### src/rtl/hls_bus_arbiter_pkg.sv
// Shared constants and helpers for the two-requester HLS bus arbiter.
// Latency: n/a (types and a pure function only).
// Backpressure: n/a.
package hls_bus_pkg;

  localparam int NUM_PORTS = 2;
  localparam int PORT_IBUS = 0;
  localparam int PORT_DBUS = 1;
  localparam int TAG_W     = 1;

  typedef logic [TAG_W-1:0] tag_t;

  // Round-robin pick: a tie goes to the port that did not win last time.
  function automatic tag_t rr_pick(input logic [NUM_PORTS-1:0] elig, input tag_t last);
    if (elig == 2'b11) return ~last;
    return elig[PORT_IBUS] ? tag_t'(PORT_IBUS) : tag_t'(PORT_DBUS);
  endfunction

endpackage

### src/rtl/hls_bus_arbiter_if.sv
// One SimpleBus-style command/response channel.
// Latency: n/a (wires only); cmd_fire is derived combinationally.
// Backpressure: cmd_ready on commands; responses have none.
interface hls_bus_arbiter_if #(
  parameter int DW  = 32,
  parameter int DAW = 32
) ();
  logic           cmd_valid;
  logic           cmd_ready;
  logic [DAW-1:0] cmd_address;
  logic [DW-1:0]  cmd_data;
  logic [3:0]     cmd_mask;
  logic           cmd_write;
  logic           cmd_fire;
  logic           rsp_valid;
  logic [DW-1:0]  rsp_data;

  assign cmd_fire = cmd_valid & cmd_ready;

  modport master (
    output cmd_valid, cmd_address, cmd_data, cmd_mask, cmd_write,
    input  cmd_ready, cmd_fire, rsp_valid, rsp_data
  );

  modport slave (
    input  cmd_valid, cmd_address, cmd_data, cmd_mask, cmd_write,
    output cmd_ready, rsp_valid, rsp_data
  );
endinterface

### src/rtl/hls_bus_arbiter_tag_fifo.sv
// Tag FIFO: remembers which requester issued each outstanding read.
// Latency: push visible at head one cycle later; head is combinational from rd_ptr.
// Backpressure: push ignored when full, pop ignored when empty; caller gates both.
module hls_tag_fifo
  import hls_bus_pkg::*;
#(
  parameter int DEPTH = 4,
  localparam int AW = $clog2(DEPTH),
  localparam int CW = AW + 1
) (
  input  logic          clk,
  input  logic          rst,
  input  logic          push,
  input  tag_t          push_tag,
  input  logic          pop,
  output tag_t          head,
  output logic          full,
  output logic          empty,
  output logic [CW-1:0] count
);
  tag_t          mem [DEPTH];
  logic [CW-1:0] wr_ptr;
  logic [CW-1:0] rd_ptr;
  logic          do_push;
  logic          do_pop;

  assign count   = wr_ptr - rd_ptr;
  assign full    = (count == CW'(DEPTH));
  assign empty   = (count == '0);
  assign do_push = push & ~full;
  assign do_pop  = pop & ~empty;
  assign head    = mem[rd_ptr[AW-1:0]];

  // Pointers carry an extra MSB so full and empty are distinguishable.
  always_ff @(posedge clk) begin
    if (rst) begin
      wr_ptr <= '0;
      rd_ptr <= '0;
    end else begin
      if (do_push) wr_ptr <= wr_ptr + 1'b1;
      if (do_pop)  rd_ptr <= rd_ptr + 1'b1;
    end
  end

  // Tag storage; stale entries are harmless because the pointers gate them.
  always_ff @(posedge clk) begin
    if (do_push) mem[wr_ptr[AW-1:0]] <= push_tag;
  end
endmodule

### src/rtl/hls_bus_arbiter.sv
// Round-robin share of one HLS command channel between iBus (port 0) and dBus (port 1).
// Latency: command path is combinational (zero cycles); responses route in the same cycle.
// Backpressure: bridge cmd_ready passes to the granted port; reads stall while the tag FIFO is full.
module hls_bus_arbiter
  import hls_bus_pkg::*;
#(
  parameter int DATA_WIDTH      = 32,
  parameter int DATA_ADDR_WIDTH = 32,
  parameter int MAX_OUTSTANDING = 4
) (
  input  logic                               clk,
  input  logic                               rst,
  hls_bus_arbiter_if.slave                   s0,
  hls_bus_arbiter_if.slave                   s1,
  hls_bus_arbiter_if.master                  m,
  output logic [$clog2(MAX_OUTSTANDING):0]   outstanding,
  output logic                               err_orphan_rsp
);
  logic [NUM_PORTS-1:0]       req_valid;
  logic [NUM_PORTS-1:0]       req_write;
  logic [NUM_PORTS-1:0]       eligible;
  logic [NUM_PORTS-1:0]       rdy_vec;
  logic [NUM_PORTS-1:0]       rsp_vec;
  logic [DATA_ADDR_WIDTH-1:0] req_addr [NUM_PORTS];
  logic [DATA_WIDTH-1:0]      req_data [NUM_PORTS];
  logic [3:0]                 req_mask [NUM_PORTS];
  tag_t                       grant;
  tag_t                       rr_last;
  tag_t                       head;
  logic                       any_elig;
  logic                       tag_full;
  logic                       tag_empty;
  logic                       rd_push;
  logic                       tag_pop;

  assign req_valid = {s1.cmd_valid, s0.cmd_valid};
  assign req_write = {s1.cmd_write, s0.cmd_write};
  assign req_addr[0] = s0.cmd_address;
  assign req_addr[1] = s1.cmd_address;
  assign req_data[0] = s0.cmd_data;
  assign req_data[1] = s1.cmd_data;
  assign req_mask[0] = s0.cmd_mask;
  assign req_mask[1] = s1.cmd_mask;

  // Eligibility and grant: reads sit out while the registered tag count is full.
  always_comb begin
    eligible = req_valid & (req_write | {NUM_PORTS{~tag_full}});
    any_elig = |eligible;
    grant    = rr_pick(eligible, rr_last);
  end

  assign m.cmd_valid   = any_elig & ~rst;
  assign m.cmd_address = req_addr[grant];
  assign m.cmd_data    = req_data[grant];
  assign m.cmd_mask    = req_mask[grant];
  assign m.cmd_write   = req_write[grant];

  // Only the granted port sees the bridge's ready.
  always_comb begin
    rdy_vec = '0;
    if (any_elig && m.cmd_ready && !rst) rdy_vec[grant] = 1'b1;
  end

  assign s0.cmd_ready = rdy_vec[0];
  assign s1.cmd_ready = rdy_vec[1];

  // Round-robin history advances only when a command is actually taken.
  always_ff @(posedge clk) begin
    if (rst) rr_last <= tag_t'(PORT_DBUS);
    else if (m.cmd_fire) rr_last <= grant;
  end

  assign rd_push = m.cmd_fire & ~m.cmd_write;
  assign tag_pop = m.rsp_valid & ~tag_empty & ~rst;

  hls_tag_fifo #(
    .DEPTH (MAX_OUTSTANDING)
  ) u_tag_fifo (
    .clk      (clk),
    .rst      (rst),
    .push     (rd_push),
    .push_tag (grant),
    .pop      (tag_pop),
    .head     (head),
    .full     (tag_full),
    .empty    (tag_empty),
    .count    (outstanding)
  );

  // Route each in-order response to the requester recorded at the FIFO head.
  always_comb begin
    rsp_vec = '0;
    if (tag_pop) rsp_vec[head] = 1'b1;
  end

  assign s0.rsp_valid = rsp_vec[0];
  assign s1.rsp_valid = rsp_vec[1];
  assign s0.rsp_data  = m.rsp_data;
  assign s1.rsp_data  = m.rsp_data;

  // Sticky flag for a response arriving with nothing outstanding.
  always_ff @(posedge clk) begin
    if (rst) err_orphan_rsp <= 1'b0;
    else if (m.rsp_valid && tag_empty) err_orphan_rsp <= 1'b1;
  end
endmodule
### src/flat_wrapper.sv
// flat-port wrapper written by rule: the top's interface ports become plain ports
module hls_bus_arbiter_flat import hls_bus_pkg::*;
#(
  parameter int DATA_WIDTH      = 32,
  parameter int DATA_ADDR_WIDTH = 32,
  parameter int MAX_OUTSTANDING = 4
)
  (clk, rst, outstanding, err_orphan_rsp, s0_cmd_valid, s0_cmd_address, s0_cmd_data, s0_cmd_mask, s0_cmd_write, s0_cmd_ready, s0_rsp_valid, s0_rsp_data, s1_cmd_valid, s1_cmd_address, s1_cmd_data, s1_cmd_mask, s1_cmd_write, s1_cmd_ready, s1_rsp_valid, s1_rsp_data, m_cmd_valid, m_cmd_address, m_cmd_data, m_cmd_mask, m_cmd_write, m_cmd_ready, m_rsp_valid, m_rsp_data);
  hls_bus_arbiter_if s0_i ();
  hls_bus_arbiter_if s1_i ();
  hls_bus_arbiter_if m_i ();
  input  logic clk;
  input  logic rst;
  output logic [$clog2(MAX_OUTSTANDING):0] outstanding;
  output logic err_orphan_rsp;
  input wire logic [$bits(s0_i.cmd_valid)-1:0] s0_cmd_valid;
  input wire logic [$bits(s0_i.cmd_address)-1:0] s0_cmd_address;
  input wire logic [$bits(s0_i.cmd_data)-1:0] s0_cmd_data;
  input wire logic [$bits(s0_i.cmd_mask)-1:0] s0_cmd_mask;
  input wire logic [$bits(s0_i.cmd_write)-1:0] s0_cmd_write;
  output wire logic [$bits(s0_i.cmd_ready)-1:0] s0_cmd_ready;
  output wire logic [$bits(s0_i.rsp_valid)-1:0] s0_rsp_valid;
  output wire logic [$bits(s0_i.rsp_data)-1:0] s0_rsp_data;
  input wire logic [$bits(s1_i.cmd_valid)-1:0] s1_cmd_valid;
  input wire logic [$bits(s1_i.cmd_address)-1:0] s1_cmd_address;
  input wire logic [$bits(s1_i.cmd_data)-1:0] s1_cmd_data;
  input wire logic [$bits(s1_i.cmd_mask)-1:0] s1_cmd_mask;
  input wire logic [$bits(s1_i.cmd_write)-1:0] s1_cmd_write;
  output wire logic [$bits(s1_i.cmd_ready)-1:0] s1_cmd_ready;
  output wire logic [$bits(s1_i.rsp_valid)-1:0] s1_rsp_valid;
  output wire logic [$bits(s1_i.rsp_data)-1:0] s1_rsp_data;
  output wire logic [$bits(m_i.cmd_valid)-1:0] m_cmd_valid;
  output wire logic [$bits(m_i.cmd_address)-1:0] m_cmd_address;
  output wire logic [$bits(m_i.cmd_data)-1:0] m_cmd_data;
  output wire logic [$bits(m_i.cmd_mask)-1:0] m_cmd_mask;
  output wire logic [$bits(m_i.cmd_write)-1:0] m_cmd_write;
  input wire logic [$bits(m_i.cmd_ready)-1:0] m_cmd_ready;
  input wire logic [$bits(m_i.rsp_valid)-1:0] m_rsp_valid;
  input wire logic [$bits(m_i.rsp_data)-1:0] m_rsp_data;
  assign s0_i.cmd_valid = s0_cmd_valid;
  assign s0_i.cmd_address = s0_cmd_address;
  assign s0_i.cmd_data = s0_cmd_data;
  assign s0_i.cmd_mask = s0_cmd_mask;
  assign s0_i.cmd_write = s0_cmd_write;
  assign s0_cmd_ready = s0_i.cmd_ready;
  assign s0_rsp_valid = s0_i.rsp_valid;
  assign s0_rsp_data = s0_i.rsp_data;
  assign s1_i.cmd_valid = s1_cmd_valid;
  assign s1_i.cmd_address = s1_cmd_address;
  assign s1_i.cmd_data = s1_cmd_data;
  assign s1_i.cmd_mask = s1_cmd_mask;
  assign s1_i.cmd_write = s1_cmd_write;
  assign s1_cmd_ready = s1_i.cmd_ready;
  assign s1_rsp_valid = s1_i.rsp_valid;
  assign s1_rsp_data = s1_i.rsp_data;
  assign m_cmd_valid = m_i.cmd_valid;
  assign m_cmd_address = m_i.cmd_address;
  assign m_cmd_data = m_i.cmd_data;
  assign m_cmd_mask = m_i.cmd_mask;
  assign m_cmd_write = m_i.cmd_write;
  assign m_i.cmd_ready = m_cmd_ready;
  assign m_i.rsp_valid = m_rsp_valid;
  assign m_i.rsp_data = m_rsp_data;
  hls_bus_arbiter #(.DATA_WIDTH(DATA_WIDTH), .DATA_ADDR_WIDTH(DATA_ADDR_WIDTH), .MAX_OUTSTANDING(MAX_OUTSTANDING)) u_core (.clk(clk), .rst(rst), .s0(s0_i), .s1(s1_i), .m(m_i), .outstanding(outstanding), .err_orphan_rsp(err_orphan_rsp));
endmodule
### config.mk
export PLATFORM = sky130hd
export DESIGN_NAME = hls_bus_arbiter_flat
export DESIGN_NICKNAME = d
export VERILOG_FILES = /design/src/rtl/hls_bus_arbiter_pkg.sv /design/src/rtl/hls_bus_arbiter_if.sv /design/src/rtl/hls_bus_arbiter_tag_fifo.sv /design/src/rtl/hls_bus_arbiter.sv /design/src/flat_wrapper.sv
export SDC_FILE = /design/constraint.sdc
export NUM_CORES = 1
export LEC_CHECK = 0
export CORE_AREA = 5 5 122 124
export CTS_CLUSTER_DIAMETER = 40
export DETAILED_ROUTE_END_ITERATION = 8
export DIE_AREA = 0 0 127 129
export PLACE_DENSITY = 0.7
export SLEW_MARGIN = 30
export SYNTH_ARGS = -nofsm -noshare
export SYNTH_HDL_FRONTEND = slang
export SYNTH_SLANG_ARGS = --single-unit
### constraint.sdc
create_clock -name clk -period 7.71 [get_ports clk]
set_input_delay 1.542 -clock clk [delete_from_list [all_inputs] [get_ports clk]]
set_output_delay 1.542 -clock clk [all_outputs]
set_load 0.05 [all_outputs]
==> summary.md <==
| Metric | Value |
|---|---|
| CP bufs+invs | 3 |
| CP most frequent cell | clkdlybuf4s50_1 |
| RSZ-0062 raised after global routing | no |
| Fmax | 177 MHz |
| Setup CP Type | input pin to primary output |
| Worst-path fanout max | 74 |
| Final Total Pwr | 940 uW |
| Top-level I/O count | 318 |
| Clk slew on worst S/H paths | 0.05 ns |
| Slowest stage cell, crit path | clkdlybuf4s50_1 |
| Measured slew at the worst slew-check pin | 0.803 ns |
| Cells along the critical path | clkdlybuf4s50_1, o31ai_4, nand2b_4, buf_12, mux2_2, clkdlybuf4s50_1 |
| Tcrit/Tclk final | 73.3% |
| Max Cap Viol | 0 |
| Row cnt | 43 |
| Vias in the first global route | 2,342 |
| PD cells | 214 mW/mm2 |
| Area of the core | 0.0137 mm2 |
| Hold crit path type | register to register |
| DRT Pass-1 Iters | 4 |
| Skew-Pair Late Insertion Delay | 0.24 ns |
| Count leader, synth | mux2_4 |
| Syn avg cell area | 11.0 um2 |
| Initial antenna violation count | 1 |
| Mean routed wirelength per cell | 17.2 um |
| Mapped Nets | 406 |
| Detail Placement HPWL | 8.38 mm |
| Hold Path Origin | u_core.err_orphan_rsp$_SDFFE_PP0P_ |
| Cell family with most CP delay | buffers and inverters |
| Placer Congestion | 0.881 |
| Worst slew margin | 46.1% |
| Minimum clock period | 5.65 ns |
| Top routing layer in use | met4 |
| CTS resizes | 0 |
| Layout Nets | 560 |
| Worst reg2reg startpoint | u_core.u_tag_fifo.wr_ptr[0]$_SDFFE_PP0P_ |
| H-tree depth | 1 |
| Final setup fails | 0 |
| Main synth FF type | dfxtp_1 |
| IR Drop Worst-Case VDD | 246 uV |
| Ys async rst share | 0% |
| CP Capture Type | primary output |
| Met2 WL | 4.70 mm |
| CP startpoint | s0_cmd_write |
| Status | finished clean |
| Fill cell count | 1,396 |
| CTS Buffer Depth | 2 |
| Syn Inst Count | 223 |
| Post-Place Worst Slack | 2.05 ns |
| CP Launch Type | input pin |
| Synth warn | 0 |
| Hold Vio Cnt, Final | 0 |
| Port Buffers | 221 |
| CTS buffer count | 3 |
| CP Data Arrival Time | 4.11 ns |
| GR Util All Layers | 10.5% |
| CTS Root Cell | clkbuf_16 |
| Post-synth top cells | 67 x mux2_4, 64 x buf_4, 10 x dfxtp_1, 10 x nor2_1, 8 x inv_1 |
| Clock sinks | 14 |
| Setup_tns | 0 ns |
| Post-synthesis sequential area ratio | 13.0% |
| Layout Area Growth over Synthesis | 78.4% |
| First-pass GRT wire length | 13.5 mm |
| Skew final | 0.00289 ns |
| Vias/cell | 3.91 |
| Vias | 2,180 |
| Max Slew Vio Count | 0 |
| Initial Util | 18.0% |
| Seq cells post-synth | 14 |
| Cts hold-fix bufs | 0 |
| Worst path max stage delay | 0.70 ns |
| Starting DRT DRC Count | 44 |
| Die W | 127 um |
| Die area | 0.0164 mm2 |
| Die height | 129 um |
| TritonCTS clock tree | built |
| Yosys cell types | 36 |
| Post-route antenna net violation count | 0 |
| Fraction of layout cells with a size suffix above 1 | 21.3% |
| Metal3 WL | 1.17 mm |
| Largest net degree at the start of global routing | 75 |
| Cell taking the most area after synthesis | mux2_4 |
| Leakage Power | 0.00183 uW |
| Post-synth EDFFs | 4 |
| Wl on met1 | 3.64 mm |
| Final worst slack | 2.06 ns |
| Post-CTS Setup Inserts | 0 |
| Req. time, crit path | 6.17 ns |
| Gr ovfl total | 0 |
| Synth top area cells | mux2_4 41%, buf_4 20%, dfxtp_1 8.1% |
| Post-synth top area share | 40.9% |
| WL final | 9.58 mm |
| Residual DRC count | 0 |
| Mapped cell area | 0.00246 mm2 |
==> area by class of cell <==
class | instances | area, um2 | share of cell area (%)
antenna | 1 | 2.50 | 0.0571
clock buffer | 4 | 88.8 | 2.03
inverter | 9 | 35.0 | 0.799
multi-input combinational | 127 | 1480 | 33.7
sequential | 14 | 320 | 7.31
tap | 180 | 225 | 5.14
timing repair buffer | 222 | 2230 | 50.9
==> power breakdown <==
group	switching [uW]	internal [uW]	total [uW]	leakage (uW)
clock	30.8	78.7	109	0.0000442
combinational	419	316	735	0.00167
sequential	7.70	87.7	95.4	0.000118
total	458	482	940	0.00183
==> kinds of logic (layout without fill, tap and decap cells) <==
| kind of cell | count (synthesis) | after routing | share of synthesized area (%) |
|---|---|---|---|
| XOR/XNOR | 3 | 3 | 1.68 |
| adder cells (fa/ha/maj) | 7 | 7 | 3.87 |
| buffers and inverters | 82 | 235 | 27.1 |
| flip-flops | 14 | 14 | 13.0 |
| AO/OA/AOI/OAI | 17 | 17 | 4.84 |
| AND/OR/NAND/NOR | 29 | 29 | 6.36 |
| other | 0 | 1 | 0 |
| multiplexers | 71 | 71 | 43.1 |
==> per-layer routing <==
metal / vias to the layer above / global-route usage (%)
met1: 980 / 12.1
li1: 1014 / -
met3: 8 / 4.40
met4: 0 / 2.15
met5: - / 0
met2: 178 / 18.3
==> cell usage in the layout (no fill, tap or decap), types with 5 or more instances in the layout <==
cell	n
inv_1	8
ha_1	6
and3_1	5
nor2_1	10
a21oi_1	6
mux2_4	67
dfxtp_1	10
nand3_1	5
clkdlybuf4s50_1	221
==> through the flow <==
step	cell area, um2	utilization (%)	std cells	hold WS (ns)
after detailed placement	4290	31.4	552	0.482
final	4380	32.1	557	0.498
after CTS	4380	32.1	556	0.505
after global routing	4380	32.1	557	0.537
after global placement	4290	31.4	552	0.463
after floorplan	2460	-	223	0.438
==> final timing paths <==
kind	to	slack [ns]	depth (start not counted)
hold / removal	u_core.err_orphan_rsp$_SDFFE_PP0P_	0.50	2
setup reg to reg	u_core.u_tag_fifo.mem[3]$_DFFE_PP_	4.78	7
hold reg to reg	u_core.err_orphan_rsp$_SDFFE_PP0P_	0.50	2
setup / recovery	m_cmd_address[20]	2.06	6
==> worst register-to-register path: stages, from the launching register on <==
cell and delay, ns:
dfxtp_1 0.39, inv_1 0.12, ha_1 0.23, fa_1 0.52, nand2_1 0.24, o31ai_2 0.12, a211oi_1 0.71, and3_1 0.32
Note: power is estimated with default switching activity, not from simulation.
